==> config.mk <==
export PLATFORM = sky130hd
export DESIGN_NAME = mips_io_responder
export DESIGN_NICKNAME = d
export VERILOG_FILES = /design/src/rtl/mips_io_responder.sv
export SDC_FILE = /design/constraint.sdc
export NUM_CORES = 1
export LEC_CHECK = 0
export CAP_MARGIN = 20
export CORE_ASPECT_RATIO = 0.75
export CORE_UTILIZATION = 25
export CTS_CLUSTER_DIAMETER = 200
export CTS_CLUSTER_SIZE = 12
export DETAILED_ROUTE_END_ITERATION = 12
export PLACE_DENSITY = 0.47
export SLEW_MARGIN = 20
export SYNTH_ARGS = -nofsm -noshare
export SYNTH_HDL_FRONTEND = slang
export SYNTH_HIERARCHICAL = 1
export SYNTH_SLANG_ARGS = --single-unit
==> constraint.sdc <==
create_clock -name clk -period 2.77 [get_ports clk]
set_input_delay 0.277 -clock clk [delete_from_list [all_inputs] [get_ports clk]]
set_output_delay 0.277 -clock clk [all_outputs]
set_load 0.005 [all_outputs]
==> src/rtl/mips_io_responder.sv <==
// Memory-mapped I/O slave for the multicycle MIPS: button ready flags, switch input,
// LED register and an 8-digit multiplexed 7-segment display.

module mips_io_debounce #(
   parameter int DEBOUNCE_CYC = 1000000
) (
   input  logic clk,
   input  logic reset,
   input  logic raw,
   output logic press
);
   localparam int CW = (DEBOUNCE_CYC > 1) ? $clog2(DEBOUNCE_CYC) : 1;
   localparam logic [CW-1:0] CNT_MAX = CW'(DEBOUNCE_CYC - 1);

   logic [1:0]    sync;
   logic          level;
   logic [CW-1:0] cnt;
   logic          differ;
   logic          expire;

   assign differ = sync[1] ^ level;
   assign expire = differ && (cnt == CNT_MAX);
   // The press fires in the cycle whose edge accepts the new high level.
   assign press  = expire && sync[1];

   // NOTE: sequential state uses non-blocking assignments so every flop samples pre-edge values.
   always_ff @(posedge clk or posedge reset) begin
      if (reset) begin
         sync  <= 2'b00;
         level <= 1'b0;
         cnt   <= '0;
      end else begin
         sync <= {sync[0], raw};
         if (!differ) begin
            cnt <= '0;
         end else if (expire) begin
            level <= sync[1];
            cnt   <= '0;
         end else begin
            cnt <= cnt + 1'b1;
         end
      end
   end
endmodule

module mips_io_responder #(
   parameter int DEBOUNCE_CYC = 1000000,
   parameter int SCAN_BITS    = 18
) (
   input  logic        clk,
   input  logic        reset,
   input  logic        pread,
   input  logic        pwrite,
   input  logic [7:0]  addr,
   input  logic [31:0] writedata,
   output logic [31:0] readdata,
   input  logic        btnl,
   input  logic        btnr,
   input  logic [15:0] sw,
   output logic [11:0] led,
   output logic [7:0]  an,
   output logic [6:0]  a2g
);
   typedef enum logic [1:0] {
      REG_STATUS = 2'd0,
      REG_SWITCH = 2'd1,
      REG_LED    = 2'd2,
      REG_DISP   = 2'd3
   } reg_sel_t;

   reg_sel_t              sel;
   logic                  press_l;
   logic                  press_r;
   logic                  sw_rdy;
   logic                  led_rdy;
   logic [15:0]           sw_m;
   logic [15:0]           sw_s;
   logic [31:0]           disp;
   logic [SCAN_BITS-1:0]  scan_cnt;
   logic [2:0]            digit;
   logic [3:0]            nibble;
   logic                  unused_addr;

   assign sel         = reg_sel_t'(addr[3:2]);
   assign unused_addr = ^{addr[7:4], addr[1:0]};

   mips_io_debounce #(.DEBOUNCE_CYC(DEBOUNCE_CYC)) u_deb_l (
      .clk   (clk),
      .reset (reset),
      .raw   (btnl),
      .press (press_l)
   );

   mips_io_debounce #(.DEBOUNCE_CYC(DEBOUNCE_CYC)) u_deb_r (
      .clk   (clk),
      .reset (reset),
      .raw   (btnr),
      .press (press_r)
   );

   always_ff @(posedge clk or posedge reset) begin
      if (reset) begin
         sw_m     <= '0;
         sw_s     <= '0;
         sw_rdy   <= 1'b0;
         led_rdy  <= 1'b0;
         led      <= '0;
         disp     <= '0;
         scan_cnt <= '0;
      end else begin
         sw_m     <= sw;
         sw_s     <= sw_m;
         scan_cnt <= scan_cnt + 1'b1;

         // A press coinciding with the clearing access wins, so no event is lost.
         if (press_r)
            sw_rdy <= 1'b1;
         else if (pread && sel == REG_SWITCH)
            sw_rdy <= 1'b0;

         if (press_l)
            led_rdy <= 1'b1;
         else if (pwrite && sel == REG_LED)
            led_rdy <= 1'b0;

         if (pwrite && sel == REG_LED)
            led <= writedata[11:0];
         if (pwrite && sel == REG_DISP)
            disp <= writedata;
      end
   end

   // NOTE: every combinational output gets a default first, so no path can infer a latch.
   always_comb begin
      readdata = 32'b0;
      case (sel)
         REG_STATUS: readdata = {30'b0, led_rdy, sw_rdy};
         REG_SWITCH: readdata = {16'b0, sw_s};
         default:    readdata = 32'b0;
      endcase
   end

   assign digit  = scan_cnt[SCAN_BITS-1 -: 3];
   assign an     = ~(8'b1 << digit);
   assign nibble = disp[{digit, 2'b00} +: 4];

   // Segment order is {a,b,c,d,e,f,g}, a in the MSB, lit segments driven low.
   always_comb begin
      a2g = 7'b1111111;
      case (nibble)
         4'h0: a2g = 7'b0000001;
         4'h1: a2g = 7'b1001111;
         4'h2: a2g = 7'b0010010;
         4'h3: a2g = 7'b0000110;
         4'h4: a2g = 7'b1001100;
         4'h5: a2g = 7'b0100100;
         4'h6: a2g = 7'b0100000;
         4'h7: a2g = 7'b0001111;
         4'h8: a2g = 7'b0000000;
         4'h9: a2g = 7'b0000100;
         4'ha: a2g = 7'b0001000;
         4'hb: a2g = 7'b1100000;
         4'hc: a2g = 7'b0110001;
         4'hd: a2g = 7'b1000010;
         4'he: a2g = 7'b0110000;
         default: a2g = 7'b0111000;
      endcase
   end
endmodule

After elaboration in Yosys (flattened, before gate mapping)
Memories as Yosys holds them, arrays and structs flattened.
Cells that the tools add are included.
{ "op_classes": {"addsub": 3, "eq_ne": 5, "n_shift": 2, "mux": 9, "bitwise": 3, "n_reduce_logical": 12} }
{ "ops": {"columns": ["cell", "count"], "rows": [
  ["2-to-1 mux 20 bit", 4],
  ["adder 20 x 1 -> 20 bit, second input constant", 2],
  ["== test 20 bit, second input constant", 2],
  ["case mux 16 bit (2 select lines)", 1],
  ["indexed part select 32 x 6 -> 4 bit", 1],
  ["adder 18 x 1 -> 18 bit, second input constant", 1],
  ["NOT 8 bit", 1],
  ["<< shifter 1 x 3 -> 8 bit, first input constant", 1],
  ["logical AND 1 bit", 7],
  ["== test 2 bit, second input constant", 2],
  ["2-to-1 mux 1 bit", 4],
  ["AND reduction 2 bit", 2],
  ["nonzero test 2 bit", 2],
  ["== test 2 x 1 -> 1 bit, second input constant", 1],
  ["logical NOT 2 bit", 1],
  ["XOR 1 bit", 2]
]} }
{ "totals": {"reg_bits": 142, "rom_bits": 112, "out_inout_bits": 59, "wordCells": 48, "n_memories": 1} }
{ "mem_list": {"columns": ["memory", "words", "width", "rd", "rd_clocked_by_memory_dff", "write_ports", "line_no", "rtl"], "rows": [
  ["(name not given)", 16, 7, 1, 0, 0, "150", "case (nibble)"]
]} }

Depth between registers and ports, before layout
Gate-level depths: netlist (run 1).
{ "depth": {"depth_word": 4, "mapped_depth": 11, "mapped_depth_nobuf": 9} }

Hierarchy
Netlist (run 1), hierarchy kept.
{ "by_module_without_submodules": {"columns": ["module", "instances", "cells_each", "area_each_um2", "seq_area_each_um2"], "rows": [
  ["mips_io_responder", 1, 301, 4098.9, 2402.3],
  ["mips_io_debounce", 2, 110, 1141.1, 575.6]
]} }

Worst setup path after synthesis (run 1)
OpenSTA, ideal clock, no wires.
{ "synth_timing": {"path_kind": "reg-to-output", "start": "register scan_cnt[16]", "end": "output port a2g[3]", "arrival_time_ps": 2297, "t_required_ps": 2493, "path_slack_ps": 196, "path_stages_with_launch": 10, "path_cell_list": "dfrtp_1 buf_6 buf_2 nand2_1 a2bb2oi_1 nor2_1 or4_4 ha_1 inv_1 mux4_1"} }
{ "synth_via": {"elab_chain_len": 2} }
{ "synth_lines": {"columns": ["item", "line_no", "rtl"], "rows": [
  ["from (decl)", "79", "logic [SCAN_BITS-1:0] scan_cnt;"],
  ["from (signal assigned)", "113", "scan_cnt <= scan_cnt + 1'b1;"],
  ["indexed part select 32 x 6 -> 4 bit", "145", "assign nibble = disp[{digit, 2'b00} +: 4];"],
  ["memory (16 x 7 bit)", null, null],
  ["to (decl)", "62", "output logic [6:0] a2g"]
]} }
Every way passes these cells.

Final worst setup path (run 1)
Same ends and word-level chain as after synthesis.

==> results of run 1 <==
## critical path, stage by stage, from the launching register on
cell     delay [ns]
dfrtp_2        0.46
inv_2          0.09
buf_6          0.09
or3_4          0.11
nor2_1         0.04
or4_4          0.57
ha_4           0.31
inv_2          0.03
mux4_2         0.45
buf_2          0.14
## final cells by class
type,instances,share of cell area
well taps,338,0.0491
multi-input cells,344,0.312
inverters,17,0.00785
flip-flops and latches,142,0.413
repair buffers,135,0.148
clock inverters,15,0.0206
clock buffers,17,0.0494
## state kept, by name (all words and copies together), names as in the netlist
register       count
u_deb_r/cnt       20
u_deb_l/sync       2
led               12
disp              32
sw_m              16
u_deb_l/level      1
u_deb_r/sync       2
scan_cnt          18
u_deb_l/cnt       20
led_rdy            1
sw_rdy             1
sw_s              16
u_deb_r/level      1
## power groups by stage
stage,registers (mW),clock network (mW),logic [mW]
global route,2.34,2.52,0.817
global placement,2.35,0,0.709
detailed placement,2.36,0,0.720
CTS,2.32,2.43,0.728
floorplan,2.32,0,0.377
finish,2.32,2.35,0.741
## how the worst max path moves through the flow
stage / startpoint / endpoint / slack [ns] / depth (start not counted)
final: scan_cnt[16] / a2g[3] / -0.23 / 9
after global placement: scan_cnt[16] / a2g[3] / -0.18 / 8
after detailed placement: scan_cnt[16] / a2g[3] / -0.20 / 8
after global routing: scan_cnt[16] / a2g[3] / -0.35 / 9
after CTS: scan_cnt[16] / a2g[3] / -0.22 / 7
after floorplan: scan_cnt[16] / a2g[3] / 0.20 / 9
## cell usage in the layout, fill, tap and decap left out, types with 3 or more instances in the layout
| cell type | synthesis | layout |
|---|---|---|
| and3_1 | 9 | 9 |
| buf_2 | 7 | 5 |
| xor2_1 | 19 | 19 |
| a21oi_1 | 7 | 6 |
| nand2_1 | 23 | 22 |
| nand4_1 | 9 | 9 |
| ha_1 | 9 | 5 |
| and4_1 | 3 | 3 |
| nand3b_1 | 4 | 4 |
| and2_1 | 14 | 14 |
| a21oi_2 | 2 | 3 |
| clkbuf_16 | 0 | 17 |
| nand3_1 | 24 | 23 |
| or3_1 | 5 | 3 |
| nor3_1 | 7 | 7 |
| nor2_1 | 44 | 43 |
| mux2_2 | 49 | 49 |
| clkinvlp_4 | 0 | 3 |
| mux2i_1 | 8 | 7 |
| nor4_1 | 10 | 10 |
| mux4_2 | 4 | 5 |
| nor2b_1 | 3 | 3 |
| xnor2_1 | 28 | 28 |
| or3_4 | 2 | 4 |
| o22ai_1 | 4 | 4 |
| dfrtp_1 | 142 | 140 |
| clkdlybuf4s50_1 | 0 | 91 |
| inv_6 | 0 | 6 |
| buf_4 | 18 | 28 |
| inv_2 | 1 | 4 |
| buf_6 | 2 | 8 |
| inv_1 | 16 | 12 |
| conb_1 | 1 | 16 |
## layer usage
metal	up-vias	share of wire	global-route usage
met5	-	0	0
met4	0	0.0077	0.0345
met3	11	0.067	0.0454
met2	98	0.44	0.179
met1	2141	0.48	0.159
li1	2062	-	-
## kinds of logic (layout without fill, tap and decap cells)
| family | count (synthesis) | after routing | share of synthesized area |
|---|---|---|---|
| adders and majority gates | 9 | 9 | 0.0176 |
| buffers and inverters | 50 | 184 | 0.0437 |
| DFF | 142 | 142 | 0.557 |
| other | 1 | 16 | 0.000588 |
| muxes | 63 | 63 | 0.121 |
| AOI/OAI and AO/OA | 32 | 32 | 0.0357 |
| xor gates and xnor gates | 47 | 47 | 0.0645 |
| and+or+nand+nor | 177 | 177 | 0.160 |
## what timing repair did
item,4_1_cts,5_1_grt
gates resized for setup,37,11
pin swaps,9,3
setup endpoints to repair,7,7
setup buffers,4,4
## per-stage QoR
| stage | total power [mW] | setup slack, ns |
|---|---|---|
| finish | 5.40 | -0.235 |
| global route | 5.67 | -0.345 |
| CTS | 5.48 | -0.215 |
| detailed placement | 3.08 | -0.196 |
| global placement | 3.06 | -0.179 |
| floorplan | 2.70 | 0.196 |
==> results.ini, run 1 <==
[sta]
whs_ns = 0.289
rsz0062_at_grt = yes
setup_slack_ns = -0.235
setup_viol = 7
worst_slew_pin_slew_ns = 0.928
post-route-min-period_ns = 3.00
skew_ns = 0.00945
slew_headroom = 0.381
post-route-period-util = 1.08
final_max_slew_viol_count = 0
fin_setup_tns_ns = -0.853
finalHoldViolations = 0
max_freq_mhz = 333

[worst_hold_path]
hp-class = in -> reg
holdPathEnd = sw_m[12]
holdPathStages = 1
hp-start = sw[12]

[cells_and_area]
diodes = 0
multi_input_area_um2 = 2680
area_growth_pct = 34.9
fill_cells = 2510
fin_util = 0.344
fin_nets = 728
layout.cells.non_filler = 1008
postLayoutCellArea_um2 = 8610
regArea_um2 = 3560
drive_above_1_share = 0.254

[yosys]
synth_area_leaders = dfrtp_1 (56%), mux2_2 (8.6%), xnor2_1 (3.8%)
synthDistinctLibCells = 56
synth-seq-area-share = 0.557
synth_cells = 521
synth_top_cell_by_area = dfrtp_1
synthTopCellsByCount = dfrtp_1 (142), mux2_2 (49), nor2_1 (44), xnor2_1 (28), nand3_1 (24)
synth-seq-cells = 142
synth_area_um2 = 6380
synth_async_sr_flop_share = 1.00
synth_top_area_share = 0.557
synth_flop_cell = dfrtp_1
yosysMostFrequentCell = dfrtp_1
syn_area_per_cell_um2 = 12.2
synth_edf_count = 0
yosys_warnings = 6

[worst_setup_path]
r2r_cells = 5
path_max_fanout = 6
cp_data_arrival_time_ns = 2.73
worstSetupStartpointType = flip-flop
r2r-end = u_deb_r/cnt[18]
endpoint_kind = primary output
worst-setup-path-type = reg -> out
r2r_setup_slack_ns = 0.90
r2r_start = u_deb_r/cnt[0]
crit_required_ns = 2.49

[power_and_ir_drop]
power_frac_clock = 0.434
power_frac_seq = 0.429
sw_frac_of_total = 0.255
p_sw_mw = 1.38
pwr-share-comb = 0.137
p_int_mw = 4.03
peakVddDrop_mv = 0.331
power_density_nw_per_um2 = 628
power_leakage_nw = 3.62

[clocking]
clk_pin_slew_ns = 0.07
numCtsBuffers = 17
clkSinkCount = 142
clock_latency_ns = 0.42
cts_buffer_depth = 2
cts_tree = built
cts_hold_buf = 0
root_buffer = clkbuf_16
htreeDepth = 4

[routing]
drt-initial-drc-count = 215
vias = 4312
drc = 0
wirelength_um = 14600
wl_per_cell_um = 14.5
vias_per_cell = 4.28
dr.pass1.iters = 4
antenna_left = 0

[status]
status = finished, violations left
violations = negative setup slack

[place]
placedInstanceArea_um2 = 7880
dp.cells = 968
gp_congestion = 0.775
io_buffers = 98
post-dp-hpwl_um = 10200

[global_route]
first_global_vias = 4604
grt_pass1_wl_um = 24400
antenna_found_initial = 0
grt_overflow = 0
gr-usage-all-layers = 0.119
grt_max_degree = 60

[floorplanning]
num_rows = 50
die_w_um = 186
die_y_um = 140
die_area_um2 = 26200
coreArea_um2 = 25000
ios = 121
start_util = 0.255

[flow_run]
maxCapViolations = 0

(Power assumes the default switching activity.)
==> run 2, diff against run 1 <==
Settings changed: CORE_MARGIN from default to 10, SKIP_CTS_REPAIR_TIMING from default to 1.
==> run 2 against run 1 <==
Compared with the run above: the flow still finishes with violations (negative setup slack); critical endpoint unchanged; clock power decreased by 6%; combinational power decreased by 2.7%; via count decreased by 1.9%; register-to-register slack got worse by 0.04 ns; sequential power about the same; largest cell class unchanged; worst hold slack got worse by 0.00057 ns.
==> results.ini, run 2 (synthesis gave the netlist of run 1 again) <==
[floorplanning]
start_util = 0.255
ios = 121
die_w_um = 204
die_area_um2 = 32400
die_y_um = 158
num_rows = 50
coreArea_um2 = 25000

[place]
gp_congestion = 0.746
io_buffers = 98
post-dp-hpwl_um = 11300
dpl_worst_slack_ns = -0.178
placedInstanceArea_um2 = 7860

[worst_hold_path]
holdPathEnd = sw_m[13]
hp-class = in -> reg
hp-start = sw[13]
holdPathStages = 1

[sta]
worst_slew_pin_slew_ns = 0.920
slew_headroom = 0.386
rsz0062_at_grt = yes
post-route-min-period_ns = 2.94
max_freq_mhz = 340
skew_ns = 0.0108
setup_viol = 7
post-route-period-util = 1.06
finalHoldViolations = 0
final_max_slew_viol_count = 0
setup_slack_ns = -0.167

[routing]
drt-initial-drc-count = 216
antenna_left = 0
wl_per_cell_um = 15.4
wirelength_um = 15400
dr.pass1.iters = 5
drc = 0
vias_per_cell = 4.24
vias = 4232

[power_and_ir_drop]
power_density_nw_per_um2 = 617
peakVddDrop_mv = 0.371
power_leakage_nw = 3.58

[global_route]
first_global_vias = 4568
grt_pass1_wl_um = 25400
antenna_found_initial = 0
gr-usage-all-layers = 0.0997
grt_overflow = 0
grt_max_degree = 97

[worst_setup_path]
worst-setup-path-type = reg -> out
r2r-end = u_deb_l/cnt[11]
endpoint_kind = primary output
r2r_cells = 5
crit_required_ns = 2.49
cp_data_arrival_time_ns = 2.66
worstSetupStartpointType = flip-flop
r2r_start = u_deb_l/cnt[16]
r2r_setup_slack_ns = 0.86
path_max_fanout = 7

[cells_and_area]
top_register = disp
reg_top3 = disp x32, u_deb_l/cnt x20, u_deb_r/cnt x20
area_growth_pct = 33.2
final_common_cell = dfrtp_1
diodes = 0
drive_above_1_share = 0.236
final_cell_mix = dfrtp_1 (140), clkdlybuf4s50_1 (91), mux2_2 (49)
fin_nets = 719
fill_cells = 2520
postLayoutCellArea_um2 = 8500
largest_reg_flops = 32

[clocking]
cts_tree = built
htreeDepth = 4
clk_pin_slew_ns = 0.07
clkSinkCount = 142
clock_latency_ns = 0.42
numCtsBuffers = 17
cts_buffer_depth = 2
root_buffer = clkbuf_16

[flow_run]
maxCapViolations = 0

[status]
violations = negative setup slack
status = finished, violations left

[run 2: cell count changes in the layout (fill, tap and decap cells not counted), sizes merged]
cell / before / now
buf: 42 / 30
bufinv: 2 / 0
clkbuf: 17 / 20
dlygate4sd2: 2 / 0
dlymetal6s2s: 0 / 2
inv: 23 / 25
[run 2: cell type report]
class / instances / area [um2] / area share
clock buffer: 17 / 425 / 0.0501
inverter: 17 / 70.1 / 0.00824
clock inverter: 15 / 146 / 0.0172
multi-input combinational: 344 / 2670 / 0.314
tap: 338 / 423 / 0.0498
sequential: 142 / 3560 / 0.418
timing repair buffer: 126 / 1210 / 0.143
[run 2: worst max-delay path by stage]
stage	depth (start not counted)	to	startpoint	slack [ns]
floorplan	9	a2g[3]	scan_cnt[16]	0.20
global placement	8	a2g[3]	scan_cnt[16]	-0.14
detailed placement	8	a2g[3]	scan_cnt[16]	-0.18
CTS	8	a2g[3]	scan_cnt[16]	-0.65
global route	10	a2g[3]	scan_cnt[16]	-0.28
finish	7	a2g[3]	scan_cnt[16]	-0.17
[run 2: critical path: stages, from the launching register on]
cell      delay [ns]
dfrtp_2         0.46
mux2i_1         0.13
and3_1          0.17
or4_4           0.57
ha_4            0.29
inv_1           0.04
mux4_2          0.45
clkbuf_2        0.13
[run 2: where the power goes]
part / switching, mW / internal [mW] / total, mW
logic: 0.295 / 0.426 / 0.721
clock network: 1.01 / 1.19 / 2.21
registers: 0.0852 / 2.23 / 2.31
[run 2: routing by layer]
metal	routed length (um)	global-route usage	vias to the layer above
li1	-	-	2043
met1	7520	0.133	2084
met2	6710	0.143	98
met3	1060	0.0396	7
met4	81	0.0327	0
met5	0	0	-
[run 2: metrics by stage]
| step | power (mW) | instances | hold WS [ns] | setup TNS (ns) | utilization |
|---|---|---|---|---|---|
| after floorplan | 2.70 | 536 | 0.279 | 0 | - |
| after global placement | 3.06 | 963 | 0.332 | -0.264 | 0.314 |
| after detailed placement | 3.08 | 963 | 0.335 | -0.341 | 0.314 |
| after CTS | 5.34 | 995 | 0.259 | -3.45 | 0.337 |
| after global routing | 5.54 | 999 | 0.257 | -1.38 | 0.340 |
| final | 5.24 | 999 | 0.288 | -0.371 | 0.340 |
==> run 3, diff against run 2 <==
Settings changed: CAP_MARGIN 20 to default.
==> results of run 3 <==
The final DEF is identical to that of run 2; final timing and power are the same.
